$ cat src/rtl/hps_adapter_util_scfifo.sv
// Single-clock show-ahead FIFO built on an MLAB-style storage array.
// Two register stages (memory dout, output register) follow the array, so
// the FIFO holds DEPTH+2 words. On S10 the write data is registered once
// more before it lands in the array, so reads of a fresh word wait one edge.

// Storage: synchronous write, registered read that holds when re=0.
module hps_adapter_util_generic_mlab_sc #(
    parameter int    WIDTH      = 8,
    parameter int    ADDR_WIDTH = 5,
    parameter string FAMILY     = "Other"
) (
    input  logic                  clk,
    input  logic [WIDTH-1:0]      din,
    input  logic [ADDR_WIDTH-1:0] waddr,
    input  logic                  we,
    input  logic                  re,
    input  logic [ADDR_WIDTH-1:0] raddr,
    output logic [WIDTH-1:0]      dout
);
    localparam int DEPTH = 2 ** ADDR_WIDTH;

    logic [WIDTH-1:0]      mem_q [DEPTH];
    logic [WIDTH-1:0]      dout_q;
    logic [WIDTH-1:0]      wr_data;
    logic [ADDR_WIDTH-1:0] wr_addr;
    logic                  wr_en;

    generate
        if (FAMILY == "S10") begin : g_wreg
            logic [WIDTH-1:0]      din_q;
            logic [ADDR_WIDTH-1:0] waddr_q;
            logic                  we_q;
            // S10 input register: write lands in the array one edge late
            always_ff @(posedge clk) begin
                din_q   <= din;
                waddr_q <= waddr;
                we_q    <= we;
            end
            assign wr_data = din_q;
            assign wr_addr = waddr_q;
            assign wr_en   = we_q;
        end else begin : g_wdir
            assign wr_data = din;
            assign wr_addr = waddr;
            assign wr_en   = we;
        end
    endgenerate

    // Array write port
    always_ff @(posedge clk) begin
        if (wr_en) mem_q[wr_addr] <= wr_data;
    end

    // Registered read; dout holds its value while no read is issued
    always_ff @(posedge clk) begin
        if (re) dout_q <= mem_q[raddr];
    end

    assign dout = dout_q;
endmodule

module hps_adapter_util_scfifo #(
    parameter int    WIDTH      = 8,
    parameter int    ADDR_WIDTH = 5,
    parameter string FAMILY     = "Other"
) (
    input  logic                  clk,
    input  logic                  aclr_n,
    input  logic [WIDTH-1:0]      in_data,
    input  logic                  in_valid,
    output logic                  in_ready,
    output logic [WIDTH-1:0]      out_data,
    output logic                  out_valid,
    input  logic                  out_ready,
    output logic [ADDR_WIDTH+1:0] used
);
    localparam int DEPTH  = 2 ** ADDR_WIDTH;
    localparam int CW     = ADDR_WIDTH + 1;
    localparam int UW     = ADDR_WIDTH + 2;
    localparam bit IS_S10 = (FAMILY == "S10");
    localparam logic [ADDR_WIDTH-1:0] PTR_ONE = 1;

    logic [ADDR_WIDTH-1:0] wptr_q, wptr_d, rptr_q, rptr_d;
    logic [CW-1:0]         mem_cnt_q, mem_cnt_d, avail_q, avail_d;
    logic                  s1_v_q, s1_v_d, out_valid_q, out_valid_d;
    logic                  in_ready_q, in_ready_d, wr_pend_q, wr_pend_d;
    logic [WIDTH-1:0]      out_data_q, out_data_d, mem_dout;
    logic [UW-1:0]         used_q, used_d;
    logic                  wr, rd_issue, s1_adv, avail_inc;

    hps_adapter_util_generic_mlab_sc #(
        .WIDTH     (WIDTH),
        .ADDR_WIDTH(ADDR_WIDTH),
        .FAMILY    (FAMILY)
    ) u_mem (
        .clk  (clk),
        .din  (in_data),
        .waddr(wptr_q),
        .we   (wr),
        .re   (rd_issue),
        .raddr(rptr_q),
        .dout (mem_dout)
    );

    // Handshakes, read scheduling and next-state for all counters/stages
    always_comb begin
        wr        = in_valid && in_ready_q;
        s1_adv    = s1_v_q && (!out_valid_q || out_ready);
        // avail lags the array write, so a read never hits a word being written
        rd_issue  = (avail_q != '0) && (!s1_v_q || s1_adv);
        avail_inc = IS_S10 ? wr_pend_q : wr;
        wr_pend_d = IS_S10 && wr;

        wptr_d    = wr       ? wptr_q + PTR_ONE : wptr_q;
        rptr_d    = rd_issue ? rptr_q + PTR_ONE : rptr_q;
        mem_cnt_d = mem_cnt_q + CW'(wr) - CW'(rd_issue);
        avail_d   = avail_q + CW'(avail_inc) - CW'(rd_issue);

        s1_v_d = s1_v_q;
        if (rd_issue)    s1_v_d = 1'b1;
        else if (s1_adv) s1_v_d = 1'b0;

        out_valid_d = out_valid_q;
        out_data_d  = out_data_q;
        if (s1_adv) begin
            out_valid_d = 1'b1;
            out_data_d  = mem_dout;
        end else if (out_valid_q && out_ready) begin
            out_valid_d = 1'b0;
        end

        in_ready_d = mem_cnt_d < CW'(DEPTH);
        used_d     = UW'(mem_cnt_d) + UW'(s1_v_d) + UW'(out_valid_d);
    end

    // State registers; async clear discards everything at once
    always_ff @(posedge clk or negedge aclr_n) begin
        if (!aclr_n) begin
            wptr_q      <= '0;
            rptr_q      <= '0;
            mem_cnt_q   <= '0;
            avail_q     <= '0;
            s1_v_q      <= 1'b0;
            out_valid_q <= 1'b0;
            out_data_q  <= '0;
            in_ready_q  <= 1'b0;
            wr_pend_q   <= 1'b0;
            used_q      <= '0;
        end else begin
            wptr_q      <= wptr_d;
            rptr_q      <= rptr_d;
            mem_cnt_q   <= mem_cnt_d;
            avail_q     <= avail_d;
            s1_v_q      <= s1_v_d;
            out_valid_q <= out_valid_d;
            out_data_q  <= out_data_d;
            in_ready_q  <= in_ready_d;
            wr_pend_q   <= wr_pend_d;
            used_q      <= used_d;
        end
    end

    assign in_ready  = in_ready_q;
    assign out_data  = out_data_q;
    assign out_valid = out_valid_q;
    assign used      = used_q;
endmodule

$ cat config.mk
export PLATFORM = sky130hd
export DESIGN_NAME = hps_adapter_util_scfifo
export DESIGN_NICKNAME = d
export VERILOG_FILES = /design/src/rtl/hps_adapter_util_scfifo.sv
export SDC_FILE = /design/constraint.sdc
export NUM_CORES = 1
export LEC_CHECK = 0
export CAP_MARGIN = 20
export CORE_ASPECT_RATIO = 1.4
export CORE_UTILIZATION = 48
export CTS_BUF_LIST = sky130_fd_sc_hd__clkbuf_8
export CTS_CLUSTER_SIZE = 12
export DETAILED_ROUTE_END_ITERATION = 10
export GPL_TIMING_DRIVEN = 0
export PLACE_DENSITY = 0.64
export SETUP_SLACK_MARGIN = 0.02
export SLEW_MARGIN = 40
export SYNTH_ARGS = -nofsm -noshare
export SYNTH_HDL_FRONTEND = slang
export SYNTH_HIERARCHICAL = 1
export SYNTH_SLANG_ARGS = --single-unit
$ cat constraint.sdc
create_clock -name clk -period 4.35 [get_ports clk]
set_clock_uncertainty 0.2 [all_clocks]
set_input_delay 0.435 -clock clk [delete_from_list [all_inputs] [get_ports clk]]
set_output_delay 0.435 -clock clk [all_outputs]
set_load 0.01 [all_outputs]
# Yosys cells after proc, flatten, opt, wreduce, memory -nomap -nowiden
# Memory sizes are Yosys's and may differ from the RTL's. A register that Yosys moved wholly into a read port is not among the register bits.
# Cells that the tools add are included.
# totals
out_inout_bits	17
ramBits	256
reg_bits	40
inputBits	12
word_cells	34
n_memories	1
# mem_list
memory	depth	word_bits	read_ports	rd_ports_with_merged_regs	write_ports	line_no	rtl
u_mem.mem_q	32	8	1	1	1	22	logic [WIDTH-1:0] mem_q [DEPTH];
# classes
n_reduce_logical	9
magnitude_cmp	1
n_mux	6
n_addsub	8
# op_table
operator	count
adder 6 x 1 -> 6 bit	2
subtractor 6 x 1 -> 6 bit	2
adder 5 x 1 -> 5 bit (second input constant)	2
adder 6 x 1 -> 7 bit	1
adder 7 x 1 -> 7 bit	1
< comparator 6 bit (second input constant)	1
two-way mux 1 bit	6
nonzero test 6 bit	1
logical AND 1 bit	4
zero test 1 bit	2
logical OR 1 bit	2

# Logic depth before layout (Yosys ltp)
# Gate-level depths: netlist of the first run.
# logic_depth
depth_word	8
ltp_mapped	14
mapped_depth_nobuf	14

# Modules after synthesis
# The synthesis of the first run kept the hierarchy.
# by_module_without_submodules
module	area_each_um2	cells_per_inst	instances	seq_area_each_um2
hps_adapter_util_generic_mlab_sc	10133.5	417	1	7927.6
hps_adapter_util_scfifo	1850.5	146	1	1001.0

# Worst setup path after synthesis of the first run
# No wires, ideal clock.
# synth_path
kind	register to register
start	register avail_q[2]
end	register used_q[5] (netlist: used[5])
path_slack_ns	1.094
t_required_ns	4.019
n_path_buf	0
setup_ns	0.131
arrival_ns	2.925
synth_period_minus_slack_ns	3.256
stages_incl_launch_ff	14
path_cell_list	dfrtp_1 > inv_1 > ha_1 > and4bb_2 > a21oi_2 > ha_1 > inv_1 > ha_1 > fa_1 > a21o_2 > a21oi_1 > xnor2_1 > nand4_1 > xnor2_1
# synth_via
elab_chain_cells	5
word_cells_on_any_way	6
classes_between	add/sub: 3; mux: 1; reduce/logical: 2
# synth_lines
element	line_no	rtl
start, declared	84	logic [CW-1:0] mem_cnt_q, mem_cnt_d, avail_q, avail_d;
start signal, assigned	153	avail_q <= avail_d;
nonzero test 6 bit	110	rd_issue = (avail_q != '0) && (!s1_v_q || s1_adv);
logical AND 1 bit	110	
named net rd_issue	89	logic wr, rd_issue, s1_adv, avail_inc;
subtractor 6 x 1 -> 6 bit	116	mem_cnt_d = mem_cnt_q + CW'(wr) - CW'(rd_issue);
named net mem_cnt_d[4]	84	
adder 6 x 1 -> 7 bit	133	used_d = UW'(mem_cnt_d) + UW'(s1_v_d) + UW'(out_valid_d);
adder 7 x 1 -> 7 bit	133	
named net used_d[5]	88	logic [UW-1:0] used_q, used_d;
end signal, assigned	159	used_q <= used_d;
end, declared	88	
# The timed path passes the listed nets, and every way through them passes these cells.
# A chain may end at the register's enable or synchronous reset.

# Worst setup path after layout of the first run
# layout_path
start	register avail_q[3]
end	register used_q[5] (netlist: used[5])
# The elaborated chain is that of the path after synthesis.

==> results.py, run 1 <==
metrics = {
    "run_status": {
        "status": "completed",
    },
    "drt": {
        "first_pass_iters": 7,
        "first_iter_violations": 388,
        "drt-total-wl_mm": 24.04,
        "viasPerCell": 5.598,
        "drc": 0,
        "post_drt_wl_per_cell_um": 24.43,
        "vias": 5508,
        "antenna_left": 0,
    },
    "logic_synthesis": {
        "synth_area_mm2": 0.01198,
        "synth_top_area_cell": "edfxtp_1",
        "seq_area_frac_synth": 0.7450,
        "synth_area_per_cell_um2": 21.29,
        "synth_top_area_frac": 0.6615,
        "syn_inst": 563,
        "yosysWarningCount": 6,
        "ys_types": 34,
        "ys_seq_elements": 304,
        "synth_nets": 594,
        "synth.area.top_cells": "edfxtp_1 66%, mux4_2 15%, dfrtp_1 8.4%",
    },
    "critical_path": {
        "cp-start-kind": "flip-flop",
        "path_delay_family": "adder cells",
        "worst_path_most_repeated_cell": "ha_1",
        "worst_path_max_delay_cell": "a21oi_2",
        "worstPathCellList": "inv_1, ha_1, and4bb_2, a21oi_2, ha_1, inv_1, ha_1, fa_1, a21o_2, a21oi_1, xnor2_1, nand4_1, xnor2_1",
        "r2r-start": "avail_q[3]$_DFF_PN0_",
        "end_kind": "flip-flop",
        "r2r-end": "used[5]$_DFF_PN0_",
        "crit_fanout": 14,
        "ff2ff_path_depth": 13,
        "worstPathRequired_ps": 4570,
        "r2r_slack_ps": 720,
        "critPathKind": "reg2reg",
        "slowest_delay_ps": 570,
        "cp_num_buf_inv": 2,
        "cp.arrival_ps": 3850,
    },
    "cells_and_area": {
        "antennaDiodeCount": 0,
        "fin_nets": 669,
        "area_growth_pct": 12.27,
        "drive_above_1_share": 0.2735,
        "final_cell_mix": "264 x edfxtp_1, 80 x mux4_2, 50 x clkbuf_8",
        "fillers": 1841,
        "final_common_cell": "edfxtp_1",
        "fin_util": 0.5472,
    },
    "clocking": {
        "numCtsBuffers": 44,
        "clk_latency_ps": 550,
        "cts_sinks": 304,
        "htreeDepth": 2,
        "clock-root-buffer": "clkbuf_8",
        "cts_tree": "yes",
        "clockBufferDepth": 3,
        "path_clk_slew_ps": 70,
    },
    "global_route": {
        "grt_overflow": 0,
        "grt_usage": 0.2014,
        "grt_max_degree": 41,
        "grt_pass1_vias": 5941,
        "antenna_found_initial": 0,
        "grt_pass1_wl_mm": 36.49,
    },
    "worst_hold_path": {
        "hold_path.class": "in2reg",
        "holdPathEnd": "u_mem/mem_q[7][6]$_DFFE_PP_",
        "min_from": "in_data[6]",
        "min_path_cells": 1,
    },
    "pwr": {
        "combPwrFrac": 0.339,
        "ir_drop_mv": 0.4769,
        "power_switching_uw": 2693,
        "clkPwrFrac": 0.240,
        "intPower_uw": 6121,
        "swShare": 0.3055,
        "seq_power_share": 0.420,
        "leakagePower_uw": 0.004540,
        "powerDensity_mw_per_mm2": 655.2,
    },
    "sta": {
        "final.setup.tns_ps": 0,
        "max_freq_mhz": 275.5,
        "fin_crit_ps": 3630,
        "fin_crit_sh": 0.8344,
        "finalSetupViolations": 0,
        "max_slew.worst_pin.slew_ps": 820.9,
        "finalHoldViolations": 0,
        "grt_setup_unrepaired": "false",
        "drv_slew": 0,
        "relSlewSlack": 0.4507,
    },
    "floorplan": {
        "start_util": 0.4874,
        "rows": 68,
        "die_area_mm2": 0.02561,
        "pin_count": 29,
        "core_area_mm2": 0.02459,
        "die_y_um": 189.0,
        "die_w_um": 135.5,
    },
    "placement": {
        "gp_congestion": 0.7366,
        "port_buffers": 28,
        "dp_hpwl_mm": 15.75,
    },
    "run": {
        "drv_cap": 0,
    },
}
## Yosys cell counts, drive strengths merged
library cell	n
buf	15
xnor2	14
a21o	2
xor2	7
or3	1
nand3b	5
dfrtp	40
fa	3
nand4	5
or3b	3
a211oi	1
mux4	80
nand3	2
clkbuf	6
o21ai	1
or2	1
nand2b	1
and3	2
inv	21
nor2	37
and4bb	1
nor2b	2
o21bai	2
a21oi	6
nand2	7
mux2	18
edfxtp	264
ha	16
## layer usage
layer  GRT usage  up-vias  wire [um]
met5           0        -          0
met4     0.08341        0        827
met3     0.03534       47        822
met2      0.3707      126      13660
met1      0.2266     2919       8731
li1            -     2416          -
## cell families (layout without fill, tap and decap cells)
| logic type | after synthesis | count (layout) | synth area share |
|---|---|---|---|
| flops | 304 | 304 | 0.7450 |
| simple gates | 67 | 67 | 0.02725 |
| mux | 98 | 98 | 0.1673 |
| compound gates | 12 | 12 | 0.006890 |
| xor+xnor | 21 | 21 | 0.01597 |
| buf+inv | 42 | 148 | 0.01587 |
| fa+ha+maj | 19 | 19 | 0.02172 |
## power groups by stage
stage / Sequential [uW] / Clock, uW / Combinational [uW]
finish: 3710 / 2120 / 2990
CTS: 3710 / 2180 / 3050
global placement: 3750 / 0 / 2970
detailed placement: 3770 / 0 / 3030
global route: 3740 / 2280 / 3240
floorplan: 3760 / 0 / 2090
## registers in the layout, indices dropped and copies added (netlist names)
name and count:
rptr_q 5, u_mem/dout 8, out_valid 1, u_mem/mem_q 256, mem_cnt_q 6, avail_q 6
wptr_q 5, s1_v_q 1, in_ready 1, out_data 8, used 7
## timing repair
item,CTS,global route
gates resized for setup,0,0
buffers inserted,0,0
hold endpoints to repair,40,0
hold buffers,1,0
## per-stage QoR
stage / hold WS (ps) / total power, uW / instance area (um2) / cells / worst slack (ps)
after floorplan: -60.59 / 5845 / 11980 / 563 / 1094
after global placement: 258.9 / 6720 / 12660 / 906 / 528.2
after detailed placement: 253.8 / 6799 / 12620 / 906 / 529.1
after CTS: 200.6 / 8934 / 13450 / 984 / 673.9
after global routing: 218.5 / 9264 / 13450 / 984 / 466.7
final: 201.3 / 8815 / 13450 / 984 / 720.2
## worst max path at each step
| stage | endpoint | cells past startpoint | start | slack, ps |
|---|---|---|---|---|
| global route | used[5]$_DFF_PN0_ | 13 | avail_q[2]$_DFF_PN0_ | 470 |
| detailed placement | used[5]$_DFF_PN0_ | 12 | out_ready | 530 |
| finish | used[5]$_DFF_PN0_ | 13 | avail_q[3]$_DFF_PN0_ | 720 |
| CTS | used[5]$_DFF_PN0_ | 13 | avail_q[3]$_DFF_PN0_ | 670 |
| global placement | used[5]$_DFF_PN0_ | 12 | out_ready | 530 |
| floorplan | used[5]$_DFF_PN0_ | 13 | avail_q[2]$_DFF_PN0_ | 1090 |
## cell type report
cell class,instances,area (um2),area share
Tap cell,315,394.1,0.02929
Timing Repair Buffer,29,247.7,0.01841
Multi-Input combinational cell,217,2873,0.2135
Inverter,21,78.83,0.005859
Clock inverter,27,131.4,0.009765
Buffer,21,112.6,0.008370
Sequential cell,304,8929,0.6636
Clock buffer,50,688.2,0.05115
Note: power is estimated with default switching activity, not from simulation.
==> run 2: changes to the inputs <==
clock period = 3.4 ns   (was 4.35 ns; I/O delays follow)
==> run 2 against run 1 <==
Maximum frequency grew 14%. Register-to-register slack lost 510 ps. Largest power group unchanged. Setup slack lost 510 ps. Count of clock-buffer cells in the layout is the same. Final area grew 0.15%. Die area is the same. Final cell count grew 0.10%. First-iteration DRC count shrank 15%. Non-clock buffer count grew 1.
==> results.py, run 2 (synthesis results as in run 1) <==
metrics = {
    "pwr": {
        "powerDensity_mw_per_mm2": 836.3,
        "ir_drop_mv": 0.6095,
        "leakagePower_uw": 0.004558,
    },
    "floorplan": {
        "core_area_mm2": 0.02459,
        "die_w_um": 135.5,
        "start_util": 0.4874,
        "die_y_um": 189.0,
        "die_area_mm2": 0.02561,
        "rows": 68,
        "pin_count": 29,
    },
    "placement": {
        "port_buffers": 28,
        "gp_congestion": 0.7366,
        "dp_hpwl_mm": 15.75,
        "placed_cells": 906,
    },
    "sta": {
        "grt_setup_unrepaired": "false",
        "fin_crit_ps": 3185,
        "final.setup.tns_ps": 0,
        "fin_crit_sh": 0.9369,
        "max_freq_mhz": 313.9,
        "drv_slew": 0,
        "relSlewSlack": 0.4383,
        "finalSetupViolations": 0,
        "finalHoldViolations": 0,
        "max_slew.worst_pin.slew_ps": 839.4,
        "whs_ps": 103.5,
    },
    "drt": {
        "drt-total-wl_mm": 24.03,
        "antenna_left": 0,
        "drc": 0,
        "first_iter_violations": 328,
        "vias": 5461,
        "viasPerCell": 5.544,
        "post_drt_wl_per_cell_um": 24.39,
        "first_pass_iters": 6,
    },
    "clocking": {
        "cts_sinks": 304,
        "path_clk_slew_ps": 70,
        "htreeDepth": 2,
        "clockBufferDepth": 3,
        "numCtsBuffers": 44,
        "cts_tree": "yes",
        "clock-root-buffer": "clkbuf_8",
        "clk_latency_ps": 550,
    },
    "critical_path": {
        "worstPathRequired_ps": 3620,
        "worstPathCellList": "inv_1, ha_1, and4bb_2, a21oi_4, ha_1, inv_1, ha_1, fa_1, a21o_2, a21oi_1, xnor2_1, nand4_1, xnor2_1",
        "worst_path_max_delay_cell": "fa_1",
        "cp-start-kind": "flip-flop",
        "end_kind": "flip-flop",
        "worst_path_most_repeated_cell": "ha_1",
        "r2r_slack_ps": 210,
        "path_delay_family": "adder cells",
        "cp_num_buf_inv": 2,
        "slowest_delay_ps": 450,
        "r2r-end": "used[5]$_DFF_PN0_",
        "critPathKind": "reg2reg",
        "crit_fanout": 4,
        "ff2ff_path_depth": 13,
        "cp.arrival_ps": 3410,
        "r2r-start": "avail_q[3]$_DFF_PN0_",
    },
    "global_route": {
        "grt_usage": 0.2014,
        "grt_pass1_vias": 5945,
        "grt_max_degree": 41,
        "antenna_found_initial": 0,
        "grt_pass1_wl_mm": 36.49,
        "grt_overflow": 0,
    },
    "worst_hold_path": {
        "holdPathEnd": "u_mem/mem_q[2][6]$_DFFE_PP_",
        "hold_path.class": "in2reg",
        "min_from": "in_data[6]",
        "min_path_cells": 1,
    },
    "cells_and_area": {
        "fin_cells": 985,
        "drive_above_1_share": 0.2806,
        "fin_nets": 670,
        "final_common_cell": "edfxtp_1",
        "area_growth_pct": 12.43,
        "top_register": "u_mem/mem_q",
        "antennaDiodeCount": 0,
        "final_cell_mix": "264 x edfxtp_1, 80 x mux4_2, 50 x clkbuf_8",
        "largest_register_ffs": 256,
    },
    "run_status": {
        "status": "completed",
    },
    "run": {
        "drv_cap": 0,
    },
}
==> run 2: changes by cell type in the layout (fill, tap and decap cells not counted), sizes merged <==
cell	before	now
buf	24	25
==> run 2: area by class of cell <==
cell class / count / area [um2]
Fill cell: 1838 / 11110
Inverter: 21 / 78.83
Clock buffer: 50 / 688.2
Tap cell: 315 / 394.1
Buffer: 21 / 117.6
Timing Repair Buffer: 30 / 255.2
Sequential cell: 304 / 8929
Clock inverter: 27 / 131.4
Multi-Input combinational cell: 217 / 2880
==> run 2: timing repair <==
item,4_1_cts,5_1_grt
setup endpoints to repair,5,8
hold endpoints to repair,40,0
buffers inserted,1,0
hold buffers,1,0
gates resized for setup,2,6
==> run 2: metal layers <==
metal	part of all wire	track usage	vias up
met5	0	0	-
met3	0.043	0.03534	43
li1	-	-	2420
met4	0.032	0.08341	0
met2	0.57	0.3709	138
met1	0.35	0.2264	2860
==> run 2: worst max-delay path by stage <==
stage / start / to / slack, ps / cells past startpoint
global route: avail_q[3]$_DFF_PN0_ / used[5]$_DFF_PN0_ / 30 / 13
global placement: out_ready / used[5]$_DFF_PN0_ / -330 / 12
detailed placement: out_ready / used[5]$_DFF_PN0_ / -330 / 12
CTS: rptr_q[2]$_DFFE_PN0P_ / u_mem/dout[0]$_DFFE_PP_ / 30 / 5
finish: avail_q[3]$_DFF_PN0_ / used[5]$_DFF_PN0_ / 210 / 13
floorplan: avail_q[2]$_DFF_PN0_ / used[5]$_DFF_PN0_ / 140 / 13
==> run 2: power by group <==
group          internal [uW]  switching, uW
Clock                   1410           1290
Sequential              4530            212
Combinational           1900           1930
Total                   7840           3430
==> run 2: through the flow <==
step                instance area (um2)  setup slack [ps]  utilization  total power (uW)
floorplan                         11980             144.1            -              7478
detailed placement                12620            -325.9       0.5131              8699
CTS                               13460             25.96       0.5475             11430
finish                            13470             214.6       0.5480             11270
global placement                  12660            -326.8       0.5148              8598
global route                      13470             28.52       0.5480             11860
==> run 3: changes to the inputs <==
SLEW_MARGIN = not set   (was 40)
==> run 3 against run 2 <==
Critical path depth shrank 8. Maximum frequency shrank 2.4%. Die area is the same. Global-route usage is essentially flat. Non-clock buffer count grew 8. Critical endpoint is now u_mem/dout[4]$_DFFE_PP_. Sequential share of layout area shrank 1.3 points.
==> results.py, run 3 (synthesis results as in run 1) <==
metrics = {
    "floorplan": {
        "rows": 68,
        "start_util": 0.4874,
        "pin_count": 29,
        "die_area_mm2": 0.02561,
        "die_y_um": 189.0,
        "die_w_um": 135.5,
        "core_area_mm2": 0.02459,
    },
    "clocking": {
        "cts_sinks": 304,
        "cts_tree": "yes",
        "clk_latency_ps": 560,
        "numCtsBuffers": 45,
        "clock-root-buffer": "clkbuf_8",
        "path_clk_slew_ps": 60,
        "htreeDepth": 2,
        "clockBufferDepth": 3,
    },
    "global_route": {
        "grt_usage": 0.2015,
        "grt_max_degree": 41,
        "grt_pass1_wl_mm": 36.29,
        "grt_overflow": 0,
        "grt_pass1_vias": 5961,
        "antenna_found_initial": 0,
    },
    "pwr": {
        "leakagePower_uw": 0.004637,
        "powerDensity_mw_per_mm2": 834.8,
        "clkPwrFrac": 0.251,
        "combPwrFrac": 0.336,
        "swShare": 0.3055,
        "total_power_uw": 11470,
        "ir_drop_mv": 0.5349,
        "seq_power_share": 0.414,
        "power_switching_uw": 3503,
        "intPower_uw": 7964,
    },
    "drt": {
        "drc": 0,
        "viasPerCell": 5.543,
        "vias": 5537,
        "drt-total-wl_mm": 24.13,
        "first_iter_violations": 369,
        "post_drt_wl_per_cell_um": 24.16,
        "antenna_left": 0,
        "first_pass_iters": 6,
    },
    "sta": {
        "finalSetupViolations": 0,
        "finalHoldViolations": 0,
        "drv_slew": 0,
        "max_slew.worst_pin.slew_ps": 906.4,
        "final.setup.tns_ps": 0,
        "relSlewSlack": 0.3958,
        "max_freq_mhz": 306.3,
        "fin_crit_sh": 0.9602,
        "whs_ps": 248.1,
        "grt_setup_unrepaired": "false",
        "fin_crit_ps": 3265,
    },
    "critical_path": {
        "crit_fanout": 10,
        "end_kind": "flip-flop",
        "cp-start-kind": "flip-flop",
        "worstPathRequired_ps": 3520,
        "critPathKind": "reg2reg",
        "cp.arrival_ps": 3390,
    },
    "cells_and_area": {
        "largest_register_ffs": 256,
        "final_common_cell": "edfxtp_1",
        "fin_nets": 679,
        "final_cell_mix": "264 x edfxtp_1, 80 x mux4_2, 47 x clkbuf_8",
        "antennaDiodeCount": 0,
        "area_growth_pct": 14.63,
        "drive_above_1_share": 0.2749,
        "top_register": "u_mem/mem_q",
    },
    "worst_hold_path": {
        "hold_path.class": "in2async",
    },
    "placement": {
        "gp_congestion": 0.7366,
        "port_buffers": 28,
        "dp_hpwl_mm": 16.40,
    },
    "run": {
        "drv_cap": 0,
    },
    "run_status": {
        "status": "completed",
    },
}
==> run 3: changes by cell type in the layout (fill, tap and decap cells not counted), sizes merged <==
cell / change
buf: -3
bufinv: +2
clkdlybuf4s50: +8
clkinv: +13
clkinvlp: +1
inv: -7
==> run 3: through the flow <==
| step | setup WS, ps | cell area (um2) | instances | utilization |
|---|---|---|---|---|
| after floorplan | 144.1 | 11980 | 563 | - |
| after global placement | -326.8 | 12660 | 906 | 0.5148 |
| after detailed placement | -331.5 | 12770 | 911 | 0.5192 |
| after CTS | 36.49 | 13670 | 996 | 0.5559 |
| after global routing | 48.55 | 13740 | 999 | 0.5587 |
| final | 135.4 | 13740 | 999 | 0.5587 |
==> run 3: layout make-up <==
type / count / area [um2]
timing repair buffer: 38 / 469.2
buffer: 21 / 115.1
clock buffer: 47 / 646.9
inverter: 21 / 78.83
multi-input combinational: 217 / 2873
sequential: 304 / 8929
tap: 315 / 394.1
clock inverter: 36 / 231.5
fill: 1817 / 10850
==> run 3: path summary, 6_finish.rpt <==
path,depth (start not counted),to,startpoint,slack [ps]
min,2,used[4]$_DFF_PN0_,aclr_n,250
max in group asynchronous,2,out_data[4]$_DFFE_PN0P_,aclr_n,2180
max reg2reg,5,u_mem/dout[4]$_DFFE_PP_,rptr_q[2]$_DFFE_PN0P_,140
min in group clk,1,u_mem/mem_q[3][6]$_DFFE_PP_,in_data[6],250
min reg2reg,1,out_data[3]$_DFFE_PN0P_,u_mem/dout[3]$_DFFE_PP_,280
max,5,u_mem/dout[4]$_DFFE_PP_,rptr_q[2]$_DFFE_PN0P_,140
==> run 3: metal layers <==
| metal | global-route usage | share of wire | up-vias |
|---|---|---|---|
| li1 | - | - | 2440 |
| met1 | 0.2199 | 0.35 | 2916 |
| met2 | 0.3819 | 0.58 | 145 |
| met3 | 0.03507 | 0.044 | 36 |
| met4 | 0.07519 | 0.027 | 0 |
| met5 | 0 | 0 | - |
==> run 3: worst max-delay path, stage by stage, from the launching register on <==
cell and delay [ps]:
dfrtp_1 410, clkbuf_1 540, buf_1 570, mux4_2 460, mux4_2 540, mux2_2 290
==> run 3: what timing repair did <==
action | CTS | global route
hold buffers | 1 | 0
endpoints found under the setup margin | 4 | 8
endpoints found under the hold margin | 40 | 0
setup buffers | 1 | 0
resized for setup | 1 | 4
pin swaps | 0 | 0
==> run 3: power groups by stage <==
stage / registers (uW) / clock network, uW / logic [uW]
3_3_place_gp: 4800 / 0 / 3800
6_report: 4740 / 2880 / 3850
3_5_place_dp: 4820 / 0 / 3900
4_1_cts: 4750 / 2940 / 3920
5_1_grt: 4790 / 3080 / 4170
2_1_floorplan: 4810 / 0 / 2670
==> RTL edit, RTL diff (flow settings as in run 1) <==
`ADDR_WIDTH` is set to 5 in 2 places; all go to 6.
--- a/src/rtl/hps_adapter_util_scfifo.sv
+++ b/src/rtl/hps_adapter_util_scfifo.sv
@@ -8,3 +8,3 @@
     parameter int    WIDTH      = 8,
-    parameter int    ADDR_WIDTH = 5,
+    parameter int    ADDR_WIDTH = 6,
     parameter string FAMILY     = "Other"
@@ -63,3 +63,3 @@
     parameter int    WIDTH      = 8,
-    parameter int    ADDR_WIDTH = 5,
+    parameter int    ADDR_WIDTH = 6,
     parameter string FAMILY     = "Other"
Ports: changed (resized used); port bits go from 29 to 30. No check against the original RTL was run, so the function may have changed too.
==> RTL edit against run 1 <==
Global-route usage increased by 2.4 points; power increased by 84%; routed wire length increased by 110%; sequential power increased by 76%; setup slack got worse by 0.25 ns; fmax decreased by 6.5%; sequential cell count increased by 261; cell count increased by 97%; final area increased by 89%; area after synthesis increased by 87%; largest cell class unchanged.
==> RTL edit: results <==
export IMPL_grt_max_degree=58
export IMPL_cts_made_buffers=81
export IMPL_io_buffers=29
export IMPL_ys_types=59
export IMPL_ys_seq_elements=565
export IMPL_grt_usage=0.226
export IMPL_critPathMaxFanout=15
export IMPL_largest_register_ffs=512
export IMPL_final_clk_cell_share=0.0607
export IMPL_pwr_share_comb=0.351
export IMPL_final_cells=1939
export IMPL_p_sw_frac=0.332
export IMPL_synthCells=1125
export IMPL_ys_seq_area_frac=0.746
export IMPL_relSlewSlack=0.401
export IMPL_insertion_delay_ns=0.64
export IMPL_clock_net_power_mw=3.98
export IMPL_buffers_excl_clock=100
export IMPL_dp_slack_ns=0.168
export IMPL_grt_pass1_wl_mm=75.7
export IMPL_multi_input_area_um2=5390
export IMPL_dr_pass1_iters=5
export IMPL_synth_common_cells="520 x edfxtp_1, 126 x mux4_2, 87 x nor2_1, 45 x dfrtp_1, 28 x nand2_1"
export IMPL_num_clock_buffers=84
export IMPL_postSynth_asyncResetShare=0.0796
export IMPL_comb_power_mw=5.67
export IMPL_avgRoutedWirePerCell_um=26.5
export IMPL_place_area_um2=23700
export IMPL_syn_nets=1158
export IMPL_n_fill_cell=3563
export IMPL_drive_gt1_frac=0.266
export IMPL_seq_share=0.658
export IMPL_dp_cells=1781
export IMPL_buf_share=0.0344
export IMPL_status="finished, final reports clean"
export IMPL_synth_edff_count=520
export IMPL_vias=11300
export IMPL_rows=93
export IMPL_hpwl_mm=34.4
export IMPL_arrival_ns=4.23
export IMPL_fin_util=0.552
export IMPL_gp_congestion=0.864
export IMPL_grt_pass1_vias=11700
export IMPL_num_antenna_cells=1
export IMPL_multi_input_comb_cells=482
export IMPL_synth_area_leaders="edfxtp_1 70%, mux4_2 13%, dfrtp_1 5.0%, nor2_1 1.5%, mux2_2 1.2%"
export IMPL_inv_count=26
export IMPL_final_nets=1289
export IMPL_antenna_found_initial=3
export IMPL_p_leak_nw=8.30
export IMPL_irDropWorstVdd_v=0.000369
export IMPL_drt_initial_drc_count=1049
export IMPL_htreeDepth=3
RTL edit: logic make-up after synthesis:
family | share of synthesized area
DFF | 0.746
and+or+nand+nor | 0.0416
muxes | 0.148
buffers and inverters | 0.0188
AOI/OAI and AO/OA | 0.0236
xor gates and xnor gates | 0.00898
adders and majority gates | 0.0127
RTL edit: worst max-delay path: stages (launching register included):
cell and delay (ns):
dfrtp_1 0.39, inv_1 0.09, ha_1 0.15, nand2_1 0.07, nor4_2 0.48, a21oi_4 0.20, ha_1 0.35, inv_1 0.10
ha_1 0.20, inv_1 0.07, fa_1 0.46, nor2b_4 0.14, o31ai_1 0.08, xnor2_1 0.38, nand3_1 0.20, nor3b_2 0.23
RTL edit: metal layers:
metal  track usage  wire (um)  vias to the layer above
met3        0.0378       3110                      105
li1              -          -                     4843
met5             0          0                        -
met2         0.383      26600                      420
met1         0.283      19700                     5957
met4         0.105       2100                        0
RTL edit: timing repair:
item / in CTS / in global routing
hold endpoints to repair: 126 / 0
hold buffers: 9 / 0
gates resized for setup: 0 / 0
RTL edit: final timing paths:
check | slack (ns) | depth (start not counted) | from | endpoint
min in group asynchronous | 0.10 | 3 | aclr_n | wptr_q[0]$_DFFE_PN0P_
worst min register to register | 0.27 | 1 | u_mem/dout[7]$_DFFE_PP_ | out_data[7]$_DFFE_PN0P_
worst max register to register | 0.47 | 15 | avail_q[3]$_DFF_PN0_ | used[7]$_DFF_PN0_
max in group asynchronous | 2.77 | 3 | aclr_n | mem_cnt_q[5]$_DFF_PN0_
worst max-delay path | 0.47 | 15 | avail_q[3]$_DFF_PN0_ | used[7]$_DFF_PN0_
worst min-delay path | 0.08 | 1 | in_data[6] | u_mem/mem_q[21][6]$_DFFE_PP_
